## src/rtl/rxclk_aclk_word_assembler.sv

```systemverilog
// rtl/rxclk_aclk_word_assembler.sv - nibble-to-word assembler with CE cadence lock and capture-error count
//
// Purpose: collects NIB_W-bit nibbles strobed by data_ce_i (already in the aclk domain)
// into NIB_W*NIBS-bit words. The CE cadence is checked against CE_PERIOD, and a
// three-state lock FSM gates dout_valid_o. The word boundary can be slipped by one
// nibble, and capture errors are counted in a saturating counter.
//
// Ports:
//   aclk_i         sole clock (rising edge)
//   aclk_resetn_i  asynchronous active-low reset
//   data_i         nibble from the transfer stage
//   data_ce_i      nibble-valid strobe
//   capture_err_i  per-cycle capture mismatch flag
//   slip_i         pulse: discard the next CE (shift the boundary by one nibble)
//   err_clr_i      pulse: clear err_count_o
//   dout_o         last completed word (first nibble at the MSBs)
//   dout_valid_o   one-cycle pulse: dout_o is new and was completed while locked
//   locked_o       high while the FSM is LOCKED
//   period_err_o   one-cycle pulse on a CE cadence violation
//   err_count_o    saturating capture-error count
module rxclk_aclk_word_assembler #(
    parameter int NIB_W      = 4,
    parameter int NIBS       = 8,
    parameter int CE_PERIOD  = 3,
    parameter int LOCK_COUNT = 16,
    parameter int CNT_W      = 16
) (
    input  logic                  aclk_i,
    input  logic                  aclk_resetn_i,
    input  logic [NIB_W-1:0]      data_i,
    input  logic                  data_ce_i,
    input  logic                  capture_err_i,
    input  logic                  slip_i,
    input  logic                  err_clr_i,
    output logic [NIB_W*NIBS-1:0] dout_o,
    output logic                  dout_valid_o,
    output logic                  locked_o,
    output logic                  period_err_o,
    output logic [CNT_W-1:0]      err_count_o
);

    localparam int W      = NIB_W * NIBS;
    localparam int GAP_W  = $clog2(CE_PERIOD + 2);
    localparam int IDX_W  = (NIBS > 1) ? $clog2(NIBS) : 1;
    localparam int GOOD_W = $clog2(LOCK_COUNT + 1);

    localparam logic [GAP_W-1:0]  GAP_NOM   = GAP_W'(CE_PERIOD);
    localparam logic [GAP_W-1:0]  GAP_MAX   = GAP_W'(CE_PERIOD + 1);
    localparam logic [IDX_W-1:0]  IDX_LAST  = IDX_W'(NIBS - 1);
    localparam logic [GOOD_W-1:0] GOOD_LAST = GOOD_W'(LOCK_COUNT - 1);

    typedef enum logic [1:0] {
        ST_UNLOCKED = 2'd0,
        ST_CHECK    = 2'd1,
        ST_LOCKED   = 2'd2
    } state_t;

    state_t              r_state;
    state_t              w_state_nxt;
    logic [GOOD_W-1:0]   r_good;
    logic [GOOD_W-1:0]   w_good_nxt;
    logic [GAP_W-1:0]    r_gap;
    logic                r_first;
    logic                r_slip_armed;
    logic [IDX_W-1:0]    r_idx;
    logic [W-1:0]        r_asm;
    logic [W-1:0]        r_dout;
    logic                r_dout_valid;
    logic                r_period_err;
    logic [CNT_W-1:0]    r_err_cnt;

    logic                w_ce_early;
    logic                w_timeout;
    logic                w_period_evt;
    logic                w_err;
    logic                w_discard;
    logic                w_accept;
    logic [W-1:0]        w_asm_nxt;

    // A CE closing a short gap is flagged on arrival. A long gap is flagged once,
    // on the cycle it would have been good but no CE came; the late CE that
    // eventually ends it is then accepted silently.
    assign w_ce_early   = data_ce_i && !r_first && (r_gap < GAP_NOM);
    assign w_timeout    = !data_ce_i && !r_first && (r_gap == GAP_NOM);
    assign w_period_evt = w_ce_early || w_timeout;
    assign w_err        = w_period_evt || capture_err_i;

    // Slip discards the next CE, including one in the same cycle as the slip.
    assign w_discard = data_ce_i && (r_slip_armed || slip_i);
    assign w_accept  = data_ce_i && !w_discard;
    assign w_asm_nxt = (r_asm << NIB_W) | W'(data_i);

    // Gap counter saturates one past nominal so the timeout fires only once per gap.
    always_ff @(posedge aclk_i or negedge aclk_resetn_i) begin
        if (!aclk_resetn_i) begin
            r_gap   <= '0;
            r_first <= 1'b1;
        end else if (data_ce_i) begin
            r_gap   <= GAP_W'(1);
            r_first <= 1'b0;
        end else if (r_gap != GAP_MAX) begin
            r_gap   <= r_gap + GAP_W'(1);
        end
    end

    always_ff @(posedge aclk_i or negedge aclk_resetn_i) begin
        if (!aclk_resetn_i) begin
            r_state <= ST_UNLOCKED;
            r_good  <= '0;
        end else begin
            r_state <= w_state_nxt;
            r_good  <= w_good_nxt;
        end
    end

    always_comb begin
        w_state_nxt = r_state;
        w_good_nxt  = r_good;
        case (r_state)
            ST_UNLOCKED: begin
                if (data_ce_i && !w_err) begin
                    w_state_nxt = ST_CHECK;
                    w_good_nxt  = '0;
                end
            end
            ST_CHECK: begin
                if (w_err) begin
                    w_state_nxt = ST_UNLOCKED;
                    w_good_nxt  = '0;
                end else if (data_ce_i) begin
                    if (r_good == GOOD_LAST) begin
                        w_state_nxt = ST_LOCKED;
                        w_good_nxt  = '0;
                    end else begin
                        w_good_nxt  = r_good + GOOD_W'(1);
                    end
                end
            end
            ST_LOCKED: begin
                if (w_err) begin
                    w_state_nxt = ST_UNLOCKED;
                    w_good_nxt  = '0;
                end
            end
            default: begin
                w_state_nxt = ST_UNLOCKED;
                w_good_nxt  = '0;
            end
        endcase
    end

    // Assembly runs regardless of lock; lock only qualifies dout_valid_o.
    always_ff @(posedge aclk_i or negedge aclk_resetn_i) begin
        if (!aclk_resetn_i) begin
            r_slip_armed <= 1'b0;
            r_idx        <= '0;
            r_asm        <= '0;
            r_dout       <= '0;
            r_dout_valid <= 1'b0;
        end else begin
            r_dout_valid <= 1'b0;
            if (data_ce_i) begin
                r_slip_armed <= 1'b0;
            end else if (slip_i) begin
                r_slip_armed <= 1'b1;
            end
            if (w_accept) begin
                r_asm <= w_asm_nxt;
                if (r_idx == IDX_LAST) begin
                    r_idx        <= '0;
                    r_dout       <= w_asm_nxt;
                    r_dout_valid <= (r_state == ST_LOCKED) && !w_err;
                end else begin
                    r_idx <= r_idx + IDX_W'(1);
                end
            end
        end
    end

    // Clear wins over count, but an error in the clear cycle is still counted.
    always_ff @(posedge aclk_i or negedge aclk_resetn_i) begin
        if (!aclk_resetn_i) begin
            r_err_cnt    <= '0;
            r_period_err <= 1'b0;
        end else begin
            r_period_err <= w_period_evt;
            if (err_clr_i) begin
                r_err_cnt <= capture_err_i ? CNT_W'(1) : '0;
            end else if (capture_err_i && !(&r_err_cnt)) begin
                r_err_cnt <= r_err_cnt + CNT_W'(1);
            end
        end
    end

    assign dout_o       = r_dout;
    assign dout_valid_o = r_dout_valid;
    assign locked_o     = (r_state == ST_LOCKED);
    assign period_err_o = r_period_err;
    assign err_count_o  = r_err_cnt;

endmodule

```

## config.mk

```make
export PLATFORM = sky130hd
export DESIGN_NAME = rxclk_aclk_word_assembler
export DESIGN_NICKNAME = d
export VERILOG_FILES = /design/src/rtl/rxclk_aclk_word_assembler.sv
export SDC_FILE = /design/constraint.sdc
export NUM_CORES = 1
export LEC_CHECK = 0
export ABC_AREA = 1
export CAP_MARGIN = 20
export CORE_ASPECT_RATIO = 0.7
export CORE_MARGIN = 5
export CORE_UTILIZATION = 54
export CTS_BUF_LIST = sky130_fd_sc_hd__clkbuf_16
export DETAILED_ROUTE_END_ITERATION = 10
export PLACE_DENSITY = 0.8
export SLEW_MARGIN = 30
export SYNTH_ARGS = -nofsm -noshare
export SYNTH_HDL_FRONTEND = slang
export SYNTH_SLANG_ARGS = --single-unit
```

## constraint.sdc

```tcl
create_clock -name aclk_i -period 2.2 [get_ports aclk_i]
set_clock_uncertainty 0.05 [all_clocks]
set_input_delay 0.33 -clock aclk_i [delete_from_list [all_inputs] [get_ports aclk_i]]
set_output_delay 0.33 -clock aclk_i [all_outputs]
set_load 0.05 [all_outputs]
```

Word-level counts from Yosys, hierarchy flattened
Index checks and enable logic that the tools add are counted.
W data, S select, Z words.
{ "word_totals": {"ff_bits": 93, "word_cells": 74} }
{ "classes": {"add_sub_neg": 4, "n_lt_le_gt_ge": 1, "eq_ne": 10, "mux": 22, "n_bitwise": 1, "reduce_logical": 25} }
{ "ops": {"columns": ["operator", "count"], "rows": [
  ["$mux W16", 2],
  ["$or A32 B4 Y32", 1],
  ["$mux W5", 5],
  ["$add A16 B1 Y16 const B", 1],
  ["$reduce_and A16 Y1", 1],
  ["$pmux W5 S3", 1],
  ["$mux W2", 5],
  ["$logic_and A1 B1 Y1", 9],
  ["$mux W3", 3],
  ["$ne A3 B3 Y1 const B", 3],
  ["$add A3 B1 Y3 const B", 2],
  ["$pmux W2 S3", 1],
  ["$reduce_bool A2 Y1", 3],
  ["$add A5 B1 Y5 const B", 1],
  ["$eq A5 B4 Y1 const B", 1],
  ["$logic_not A1 Y1", 5],
  ["$mux W1", 5],
  ["$reduce_and A4 Y1", 1],
  ["$eq A3 B2 Y1 const B", 1],
  ["$eq A3 B3 Y1 const B", 1],
  ["$logic_or A1 B1 Y1", 3],
  ["$lt A3 B2 Y1 const B", 1],
  ["$reduce_and A3 Y1", 1],
  ["$eq A2 B1 Y1 const B", 1],
  ["5 further kinds", 5]
]} }

Depth between registers and ports, before layout
Gate-level depths: netlist (run 1).
{ "depth": {"word_depth": 9, "mapped_depth": 11, "mapped_depth_nobuf": 11} }

Worst setup path after synthesis (run 1)
Ideal clock, no wire load.
{ "synth_timing": {"path_kind": "register to register", "startpoint": "register r_err_cnt[0] (netlist: err_count_o[0])", "endpoint": "register r_err_cnt[8] (netlist: err_count_o[8])", "arrival_time_ns": 1.853, "t_required_ns": 2.083, "path_slack_ns": 0.229, "stages_incl_launch_ff": 11, "n_path_buf": 1, "synth_period_minus_slack_ns": 1.971, "cell_sequence": "dfrtp_1 ha_1 nand3_1 inv_2 nand2_2 o21ai_2 nand2_4 inv_4 buf_12 nand2_1 nand2_1"} }
{ "synth_via": {"elab_chain_cells": 4, "word_cells_on_any_way": 7} }
{ "synth_lines": {"columns": ["item", "line", "text"], "rows": [
  ["start: declaration", "70", "logic [CNT_W-1:0] r_err_cnt;"],
  ["start signal: assignment", "188", "r_err_cnt <= capture_err_i ? CNT_W'(1) : '0;"],
  ["start signal: assignment", "190", "r_err_cnt <= r_err_cnt + CNT_W'(1);"],
  ["branches (longest 4 deep; another with $add A16 B1 Y16)", null, null]
]} }
Parallel ways; which one is timed is not known. The select of a mux whose other input is x is not followed.
A chain may end at the register's enable or synchronous reset.

Worst setup path after layout (run 1)
{ "layout_timing": {"startpoint": "register r_state[0]", "endpoint": "output locked_o"} }
{ "layout_via": {"elab_chain_cells": 1} }
{ "layout_lines": {"columns": ["item", "line", "text"], "rows": [
  ["start: declaration", "58", "state_t r_state;"],
  ["start signal: assignment", "111", "r_state <= w_state_nxt;"],
  ["$eq A2 B2 Y1", "197", "assign locked_o = (r_state == ST_LOCKED);"],
  ["end: declaration", "37", "output logic locked_o,"]
]} }
No other way between the ends.

==> out/qor_table.md, run 1 <==
| Quantity | This run |
|:---|:---|
| Status | finished clean |
| Maximum level of the CTS H-tree | 3 |
| Global route total overflow | 0 |
| Peak supply drop | 0.0009346 V |
| Horizontal die dimension | 114.5 um |
| Total number of nets in the final design | 557 |
| Number of inserted filler cells in the final layout | 578 |
| Worst Hold Class | reg2reg |
| Relative slew slack | 62.45% |
| CP max-delay cell | clkdlybuf4s50_1 |
| Max capacitance violation total | 0 |
| Post-synthesis instance total | 478 |
| Mapped Area | 0.004130 sq mm |
| Most common cell after layout, fill and taps aside | nand2_1 |
| Number of buffers added for setup after CTS | 0 |
| Critical path class | reg2out |
| Clock latency of the later-clocked register in the worst-skew pair | 0.34 ns |
| Power per cell area | 1127 mW/mm^2 |
| Weighted congestion reported at the end of routability-driven placement | 0.9116 |
| Per-cell via count in the routed design | 5.204 |
| Critical Path RT | 1.82 ns |
| Gr busiest metal | met2 |
| Commonest cells after routing, fill and taps aside | nand2_1 (138), dfrtp_1 (92), o21ai_0 (72) |
| Synth Register Bits | 93 |
| Number of clock buffers inserted by TritonCTS | 9 |
| Worst-case clock buffer depth | 2 |
| Post-Synthesis Net Count | 495 |
| Port Buffers | 60 |
| Avg Inst Size Synth | 8.641 sq um |
| Clock tree from TritonCTS | done |
| Number of pins with negative max-slew slack in the final report | 0 |
| Remaining antenna violation count after routing | 0 |
| Post-detailed-placement half-perimeter wirelength | 6.147 mm |
| List of cells traversed by the critical path | nor2_1, clkdlybuf4s50_1 |
| Crit end category | primary output |
| Iteration-0 DRC count of the detailed router | 213 |
| Area Overhead vs Synth | 24.20% |
| Synth cell types | 29 |
| Antenna violations before repair | 0 |
| Met2 track utilization from global routing | 31.11% |
| Global routing met1 resource utilization | 26.90% |
| Slew of the pin with the lowest slew margin | 0.5590 ns |
| Clock transition at path regs | 0.07 ns |
| Hold-fix buffers, CTS | 1 |
| Maximum clock rate | 0.4729 GHz |
| Worst setup slack after layout | 0.08546 ns |
| Crit-path max FO | 3 |
| Synth area leader | dfrtp_1 |
| Total negative setup slack | 0 ns |
| Synth Warn # | 0 |
| Vias post-DR | 3346 |
| CTS root buf | clkbuf_16 |
| Critical Path Start Type | flip-flop |
| Met3 global-route usage | 6.686% |
| DRC violations left | 0 |
| Core Region | 0.007385 sq mm |
| Via count of the first global-routing pass | 3339 |
| Share of layout cells above drive strength 1 | 6.789% |
| Unrepaired setup endpoints after global routing | false |
| Starting Density | 55.93% |
| Full die area | 0.009525 sq mm |
| Sequential element share of the synthesized area | 56.38% |
| Leak pwr | 2.436 nW |
| WP data arrival | 1.73 ns |
| Total routed wirelength | 8.885 mm |
| Final cycle utilization of the critical path | 96.12% |
| Total inserted antenna cells | 0 |
| Number of rows in the core area | 26 |
| Slowest stage delay, CP | 0.83 ns |
| Top-area cell type share of the netlist area | 55.74% |
| Wire length of the first global-routing pass | 15.50 mm |
| Minimum clock period | 2.115 ns |
| First drt pass iteration count | 5 |
| Area contributors post-synth | dfrtp_1 (56%), nand2_1 (13%), o21ai_0 (8.7%) |
| Cells resized by post-CTS repair | 0 |
| Number of top-level pins | 61 |
| Hold Violations, Final | 0 |
| Total track usage | 19.94% |
| Average wire per cell in the routed design | 13.82 um |
| Setup slack after placement | 0.1625 ns |
| Maximum number of pins on one net before global-route repair | 60 |
| TritonCTS sink count | 93 |
| Die boundary height | 83.17 um |
| Number of endpoints failing setup at the final stage | 0 |
-- through the flow --
step	hold WS [ns]	util, %	cells	total power, mW	instance area (sq um)
detailed placement	0.2601	65.42	626	4.318	4831
global placement	0.2586	65.42	626	4.261	4831
floorplan	-0.01559	-	478	3.611	4130
CTS	0.4008	69.47	643	5.841	5130
global route	0.4230	69.47	643	6.116	5130
finish	0.3985	69.47	643	5.779	5130
-- cells in the mapped netlist --
library cell  count
nand4_1          13
mux2_2            4
inv_4             1
ha_1              7
nand2_1         139
xor2_1            8
buf_1             2
nand3_2           1
inv_1            60
buf_2             3
buf_12            1
nor3_1            4
nand3b_1          1
a21oi_1           2
dfstp_2           1
nand2_2           2
clkbuf_1         10
a31oi_1           1
nor3_2            1
o211ai_1          1
o21a_1            1
dfrtp_1          92
nand2_4           1
o21ai_0          72
o21ai_2           1
inv_2             1
nor2_1           30
nor2_4            1
nand3_1          17
-- layout make-up --
| class | count | area [sq um] | share of cell area, % |
|---|---|---|---|
| Clock buffer | 9 | 225.2 | 4.390 |
| Clock inverter | 7 | 63.81 | 1.244 |
| Inverter | 62 | 235.2 | 4.585 |
| Multi-Input combinational cell | 307 | 1489 | 29.02 |
| Sequential cell | 93 | 2328 | 45.39 |
| Tap cell | 98 | 122.6 | 2.390 |
| Timing Repair Buffer | 67 | 665.6 | 12.98 |
-- worst paths after layout --
path | start | endpoint | slack [ns] | cells after the start
max | r_state[0] | locked_o | 0.09 | 2
min | r_first | r_first | 0.40 | 2
min in group asynchronous | aclk_resetn_i | dout_o[5] | 0.43 | 2
max in group asynchronous | aclk_resetn_i | r_asm[27] | 1.02 | 3
max reg2reg | err_count_o[0] | err_count_o[7] | 0.34 | 9
min reg2reg | r_first | r_first | 0.40 | 2
-- routing by layer --
metal / wire length (um) / part of all wire [%] / vias up
li1: - / - / 1650
met1: 3983 / 45 / 1602
met2: 4226 / 48 / 89
met3: 621 / 7.0 / 5
met4: 53 / 0.60 / 0
met5: 0 / 0 / -
-- where the power goes --
part / switching (mW) / internal (mW) / leakage, nW
Combinational: 1.32 / 0.627 / 1.05
Sequential: 0.248 / 2.10 / 1.24
Clock: 0.691 / 0.792 / 0.142
Total: 2.26 / 3.52 / 2.44
-- critical path, delay by kind of cell, from the launching register on --
family | cells | cell delay [ns]
AND/OR/NAND/NOR | 1 | 0.17
buffers and inverters | 1 | 0.83
flip-flops | 1 | 0.40
-- flip-flops by register name, indices dropped and copies added, names as in the netlist --
signal / cells
r_good: 5
period_err_o: 1
r_first: 1
dout_valid_o: 1
dout_o: 32
r_state: 2
r_asm: 28
r_gap: 3
err_count_o: 16
r_idx: 3
r_slip_armed: 1
-- cells by family after synthesis --
kind of cell,share of synthesized area (%)
adders and majority gates,2.120
buffers and inverters,7.634
muxes,1.091
AOI/OAI and AO/OA,9.694
xor gates and xnor gates,1.697
DFF,56.38
and+or+nand+nor,21.39
Power figures use the tool's default switching activity.
==> inputs of run 2 (changes only) <==
- ABC_AREA: 1 -> unset
- CORE_UTILIZATION: 54 -> 53
- MAX_ROUTING_LAYER: unset -> met4
- PLACE_DENSITY: 0.8 -> 0.79
==> out/qor_table.md, run 2 <==
| Quantity | This run | Delta |
|:---|:---|:---|
| Status | finished clean |  |
| Number of inserted filler cells in the final layout | 541 | -6.4% |
| Weighted congestion reported at the end of routability-driven placement | 0.9219 | +1.1% |
| Most frequent cell after synthesis | dfrtp_1 |  |
| Maximum level of the CTS H-tree | 3 | unchanged |
| Commonest cells after routing, fill and taps aside | dfrtp_1 (90), mux2_2 (62), clkdlybuf4s50_1 (58) |  |
| Number of top-level pins | 61 | unchanged |
| Area used by multi-input combinational logic | 0.001535 sq mm | +3.1% |
| Synth area leader | dfrtp_1 |  |
| Horizontal die dimension | 113.3 um | -1.1% |
| Number of flip-flops in the largest register | 32 | unchanged |
| DRC violations left | 0 | unchanged |
| Area contributors post-synth | dfrtp_1 (58%), mux2_2 (18%), xor2_1 (2.9%) |  |
| Vias post-DR | 2597 | -22% |
| Post-detailed-placement half-perimeter wirelength | 5.246 mm | -15% |
| Clock transition at path regs | 0.07 ns | about the same |
| Synth Warn # | 0 | unchanged |
| Async set or reset register ratio after synthesis | 100.0% | unchanged |
| Port Buffers | 60 | unchanged |
| Worst Hold Class | reg2reg |  |
| Internal Power | 4.001 mW | +14% |
| Number of enable flip-flop cells after synthesis | 0 | unchanged |
| Total number of nets in the final design | 396 | -29% |
| Total routed wirelength | 7.673 mm | -14% |
| Part of the power in combinational logic | 34.4% | +0.7 points |
| Max capacitance violation total | 0 | unchanged |
| Number of endpoints failing setup at the final stage | 0 | unchanged |
| Clock latency of the later-clocked register in the worst-skew pair | 0.34 ns | about the same |
| Iteration-0 DRC count of the detailed router | 136 | -36% |
| Number of clock buffers inserted by TritonCTS | 9 | unchanged |
| Per-cell via count in the routed design | 5.388 | +3.5% |
| Global route total overflow | 0 | unchanged |
| Average wire per cell in the routed design | 15.92 um | +15% |
| Part of the power in the clock network | 24.5% | -1.2 points |
| Via count of the first global-routing pass | 2717 | -19% |
| Synth Register Bits | 93 | unchanged |
| Slew of the pin with the lowest slew margin | 0.5495 ns | -0.009568 ns |
| Critical Path RT | 2.37 ns | +0.55 ns |
| TritonCTS sink count | 93 | unchanged |
| Power per cell area | 1242 mW/mm^2 | +10% |
| Post-placement cell count | 465 | -26% |
| Clock tree from TritonCTS | done |  |
| Avg Inst Size Synth | 12.85 sq um | +49% |
| Share of layout cells above drive strength 1 | 26.30% | +20 points |
| Synth cell types | 40 | +38% |
| Wire length of the first global-routing pass | 13.41 mm | -13% |
| Critical path class | reg2reg |  |
| Core Region | 0.007287 sq mm | -1.3% |
| Total negative setup slack | 0 ns | unchanged |
| Maximum clock rate | 0.4891 GHz | +3.4% |
| Crit end category | flip-flop |  |
| Commonest cells in the synthesized netlist | dfrtp_1 (92), mux2_2 (62), nor2_1 (27) |  |
| WP data arrival | 2.22 ns | +0.49 ns |
| Die boundary height | 82.29 um | -1.1% |
| Net switching power of the design | 2.278 mW | +0.81% |
| Number of rows in the core area | 26 | unchanged |
| Relative slew slack | 63.37% | +0.92 points |
| Logic depth of the worst register-to-register path | 6 | -3 |
| Hold Violations, Final | 0 | unchanged |
| Top flip-flop cell by instance count after synthesis | dfrtp_1 |  |
| Maximum number of pins on one net before global-route repair | 42 | -30% |
| Total inserted antenna cells | 0 | unchanged |
| First drt pass iteration count | 6 | +1 |
| Mapped Area | 0.003956 sq mm | -4.2% |
| Peak supply drop | 0.0009959 V | +6.6% |
| Full die area | 0.009320 sq mm | -2.2% |
| Critical Path Start Type | flip-flop |  |
| Worst-case clock buffer depth | 2 | unchanged |
| Post-Synthesis Net Count | 325 | -34% |
| R2r setup slk | 0.16 ns | -0.18 ns |
| Net switching share of the total power | 36.28% | -2.8 points |
| Area Overhead vs Synth | 27.77% |  |
| Final design instance area without fill | 0.005055 sq mm | -1.5% |
| Number of buffers added for setup after CTS | 0 | unchanged |
| Most common cell after layout, fill and taps aside | dfrtp_1 |  |
| Total track usage | 18.86% | -1.1 points |
| Minimum clock period | 2.045 ns | -0.06977 ns |
| Sequential share of power | 41.1% | +0.5 points |
| Remaining antenna violation count after routing | 0 | unchanged |
| Post-synthesis instance total | 308 | -36% |
| Non-filler cells in the finished layout | 482 | -25% |
| Antenna violations before repair | 0 | unchanged |
| Starting Density | 54.29% | -1.6 points |
| Top-area cell type share of the netlist area | 58.19% | +2.5 points |
| Number of pins with negative max-slew slack in the final report | 0 | unchanged |
| Worst hold path cell count | 1 | -1 |
| Area of all sequential standard cells | 0.002331 sq mm | +0.11% |
| Sequential element share of the synthesized area | 58.86% | +2.5 points |
| Final cycle utilization of the critical path | 92.94% | -3.2 points |
| CTS root buf | clkbuf_16 |  |
| Unrepaired setup endpoints after global routing | false |  |
| Crit-path max FO | 8 | +5 |
| Standard cell area after detailed placement | 0.004746 sq mm | -1.8% |
| Leak pwr | 2.249 nW | -7.7% |
## run 2: cell types whose count changed after synthesis, moves of 11 or more
| cell | delta |
|---|---|
| nand3_1 | -11 |
| inv_1 | -51 |
| o21ai_0 | -64 |
| nand2_1 | -127 |
| mux2_2 | +58 |
## run 2: kinds of logic (layout without fill, tap and decap cells)
| group | after synthesis | in the layout | synth area share, % |
|---|---|---|---|
| mux | 65 | 65 | 18.53 |
| flops | 93 | 93 | 58.86 |
| buf+inv | 22 | 98 | 2.467 |
| simple gates | 79 | 79 | 10.18 |
| fa+ha+maj | 7 | 7 | 2.214 |
| compound gates | 28 | 28 | 4.649 |
| xor+xnor | 14 | 14 | 3.099 |
## run 2: metrics by stage
step                util, %  hold WS [ns]  power (mW)  setup WS (ns)
finish                69.37        0.4562       6.280         0.1552
global route          69.37        0.4706       6.613        0.04855
CTS                   69.37        0.4601       6.338         0.1590
detailed placement    65.13        0.3069       4.777        0.05337
global placement      65.13        0.3051       4.696        0.07291
floorplan                 -      -0.01559       3.985        0.03618
## run 2: area by class of cell
class | instances | area share, %
Multi-Input combinational cell | 193 | 30.37
Timing Repair Buffer | 73 | 14.50
Sequential cell | 93 | 46.11
Inverter | 9 | 0.6683
Tap cell | 98 | 2.426
Clock buffer | 9 | 4.455
Clock inverter | 7 | 1.460
## run 2: what timing repair did
| action | CTS | global route |
|---|---|---|
| gates resized for setup | 0 | 0 |
| hold endpoints to repair | 38 | 0 |
| hold buffers | 1 | 0 |
## run 2: power by group through the flow
stage	clock network, mW	registers (mW)	logic, mW
after global placement	0	2.57	2.12
after detailed placement	0	2.60	2.17
final	1.54	2.58	2.16
after global routing	1.65	2.66	2.30
after floorplan	0	3.34	0.643
after CTS	1.57	2.58	2.19
## run 2: path summary, 6_finish.rpt
path                                  end      startpoint
setup / recovery           err_count_o[6]  err_count_o[0]
hold / removal                 dout_o[11]      dout_o[11]
min in group asynchronous       r_good[0]   aclk_resetn_i
hold reg to reg                dout_o[11]      dout_o[11]
setup reg to reg           err_count_o[6]  err_count_o[0]
max in group asynchronous      dout_o[18]   aclk_resetn_i
## run 2: routing by layer
layer	track usage, %	part of all wire, %
met5	-	0
met4	5.162	0.61
met3	6.118	5.6
met2	28.43	46
met1	24.95	48
## run 2: worst max-delay path, cell delays in order (launching register included)
cell and delay, ns:
dfrtp_2 0.41, ha_1 0.20, nand2_1 0.09, or3_1 0.53, o2111ai_2 0.29, nor2_2 0.08, mux2_4 0.29
==> inputs of run 3 (changes only) <==
- GPL_TIMING_DRIVEN: unset -> 0
==> out/qor_table.md, run 3 (synthesis results as in run 2) <==
| Quantity | This run | Delta |
|:---|:---|:---|
| Final cycle utilization of the critical path | 93.15% | +0.20 points |
| Share of layout cells above drive strength 1 | 25.78% | -0.52 points |
| Max capacitance violation total | 0 | unchanged |
| Area used by multi-input combinational logic | 0.001544 sq mm | +0.57% |
| Critical Path Start Type | flip-flop |  |
| DRC violations left | 0 | unchanged |
| Crit-path max FO | 10 | +2 |
| Number of pins with negative max-slew slack in the final report | 0 | unchanged |
| Core Region | 0.007287 sq mm | unchanged |
| Peak supply drop | 0.0009909 V | -0.50% |
| Status | finished clean |  |
| Maximum level of the CTS H-tree | 3 | unchanged |
| Vias post-DR | 2549 | -1.8% |
| Number of endpoints failing setup at the final stage | 0 | unchanged |
| Number of inserted filler cells in the final layout | 540 | -0.18% |
| Setup slack after placement | -0.2870 ns | -0.3404 ns |
| Startpoint of the worst-slack reg-to-reg timing path | r_idx[0] |  |
| Commonest cells after routing, fill and taps aside | dfrtp_1 (90), mux2_2 (62), clkdlybuf4s50_1 (56) |  |
| Starting Density | 54.29% | unchanged |
| Number of rows in the core area | 26 | unchanged |
| Number of clock buffers inserted by TritonCTS | 9 | unchanged |
| Number of flip-flops in the largest register | 32 | unchanged |
| Port Buffers | 58 | -3.3% |
| Antenna violations before repair | 0 | unchanged |
| Weighted congestion reported at the end of routability-driven placement | 0.8702 | -5.6% |
| Clock transition at path regs | 0.06 ns | about the same |
| Total routed wirelength | 7.598 mm | -0.98% |
| Area Overhead vs Synth | 27.36% |  |
| Standard cell area after detailed placement | 0.004691 sq mm | -1.2% |
| Via count of the first global-routing pass | 2586 | -4.8% |
| Unrepaired setup endpoints after global routing | false |  |
| Number of top-level pins | 61 | unchanged |
| Most common cell after layout, fill and taps aside | dfrtp_1 |  |
| Remaining antenna violation count after routing | 0 | unchanged |
| Worst setup slack after layout | 0.1508 ns | -0.004430 ns |
| Full die area | 0.009320 sq mm | unchanged |
| Critical path class | reg2reg |  |
| Wire length of the first global-routing pass | 12.81 mm | -4.5% |
| Post-detailed-placement half-perimeter wirelength | 5.343 mm | +1.8% |
| Leak pwr | 2.242 nW | -0.31% |
| Worst Min Path Start | data_ce_i |  |
| Horizontal die dimension | 113.3 um | unchanged |
| Maximum number of pins on one net before global-route repair | 58 | +38% |
| Minimum clock period | 2.049 ns | +0.004430 ns |
| Total track usage | 18.14% | -0.72 points |
| CTS root buf | clkbuf_16 |  |
| Area of all sequential standard cells | 0.002331 sq mm | unchanged |
| Number of buffers added for setup after CTS | 0 | unchanged |
| Global route total overflow | 0 | unchanged |
| Setup crit start | r_idx[0] |  |
| Maximum clock rate | 0.4880 GHz | -0.22% |
| Power per cell area | 1266 mW/mm^2 | +1.9% |
| Critical Path RT | 2.36 ns | about the same |
| Total inserted antenna cells | 0 | unchanged |
| Worst-case clock buffer depth | 2 | unchanged |
| Final Power | 6.378 mW | +1.6% |
| Clock tree from TritonCTS | done |  |
| Total number of nets in the final design | 396 | unchanged |
| Relative slew slack | 60.50% | -2.9 points |
| WP data arrival | 2.21 ns | about the same |
| Average wire per cell in the routed design | 15.76 um | -0.98% |
| Worst Hold Class | in2reg |  |
| Hold Violations, Final | 0 | unchanged |
| Per-cell via count in the routed design | 5.288 | -1.8% |
| First drt pass iteration count | 4 | -2 |
| TritonCTS sink count | 93 | unchanged |
| Final design instance area without fill | 0.005039 sq mm | -0.32% |
| Crit end category | flip-flop |  |
| Die boundary height | 82.29 um | unchanged |
| Iteration-0 DRC count of the detailed router | 142 | +4.4% |
| Clock latency of the later-clocked register in the worst-skew pair | 0.33 ns | about the same |
| Slew of the pin with the lowest slew margin | 0.5880 ns | +0.03852 ns |
-- run 3: metal layers --
layer	GRT usage, %	vias to the layer above	part of all wire (%)
met5	-	-	0
met4	4.442	0	0.75
met3	6.045	5	5.0
met2	27.78	53	46
met1	23.73	1268	48
li1	-	1223	-
-- run 3: report_power, final --
| group | switching [mW] | total, mW | internal, mW |
|---|---|---|---|
| Clock | 0.642 | 1.64 | 1.00 |
| Combinational | 1.28 | 2.15 | 0.873 |
| Sequential | 0.355 | 2.58 | 2.23 |
-- run 3: critical path: stages (launching register included) --
cell      delay, ns
dfrtp_1        0.37
ha_1           0.16
ha_1           0.17
and3_1         0.15
clkbuf_1       0.31
clkbuf_2       0.34
mux2_2         0.38
-- run 3: final timing paths --
check | to | slack, ns | cells after the start
setup / recovery | dout_o[21] | 0.15 | 6
hold / removal | r_first | 0.22 | 2
setup reg to reg | dout_o[21] | 0.15 | 6
hold reg to reg | r_asm[24] | 0.45 | 1
max in group asynchronous | r_first | 1.07 | 3
min in group asynchronous | r_good[0] | 0.42 | 2
-- run 3: area by class of cell --
| type | count | area share [%] |
|---|---|---|
| sequential | 93 | 46.26 |
| multi-input combinational | 193 | 30.64 |
| timing repair buffer | 60 | 12.27 |
| clock buffer | 9 | 4.470 |
| tap | 98 | 2.434 |
| clock inverter | 7 | 1.937 |
| buffer | 13 | 1.316 |
| inverter | 9 | 0.6705 |
-- run 3: what timing repair did --
action	in CTS	in global routing
gates resized for setup	3	3
hold buffers	1	0
endpoints found under the setup margin	13	8
pin swaps	0	1
hold endpoints to repair	36	0
-- run 3: stage by stage --
stage	cells	TNS (ns)	hold slack, ns	utilization [%]
4_1_cts	482	0	0.2086	69.02
6_report	482	0	0.2160	69.14
2_1_floorplan	308	0	-0.01559	-
3_5_place_dp	465	-5.920	0.2049	64.37
5_1_grt	482	0	0.2201	69.14
3_3_place_gp	464	-249.25	0.4340	63.98
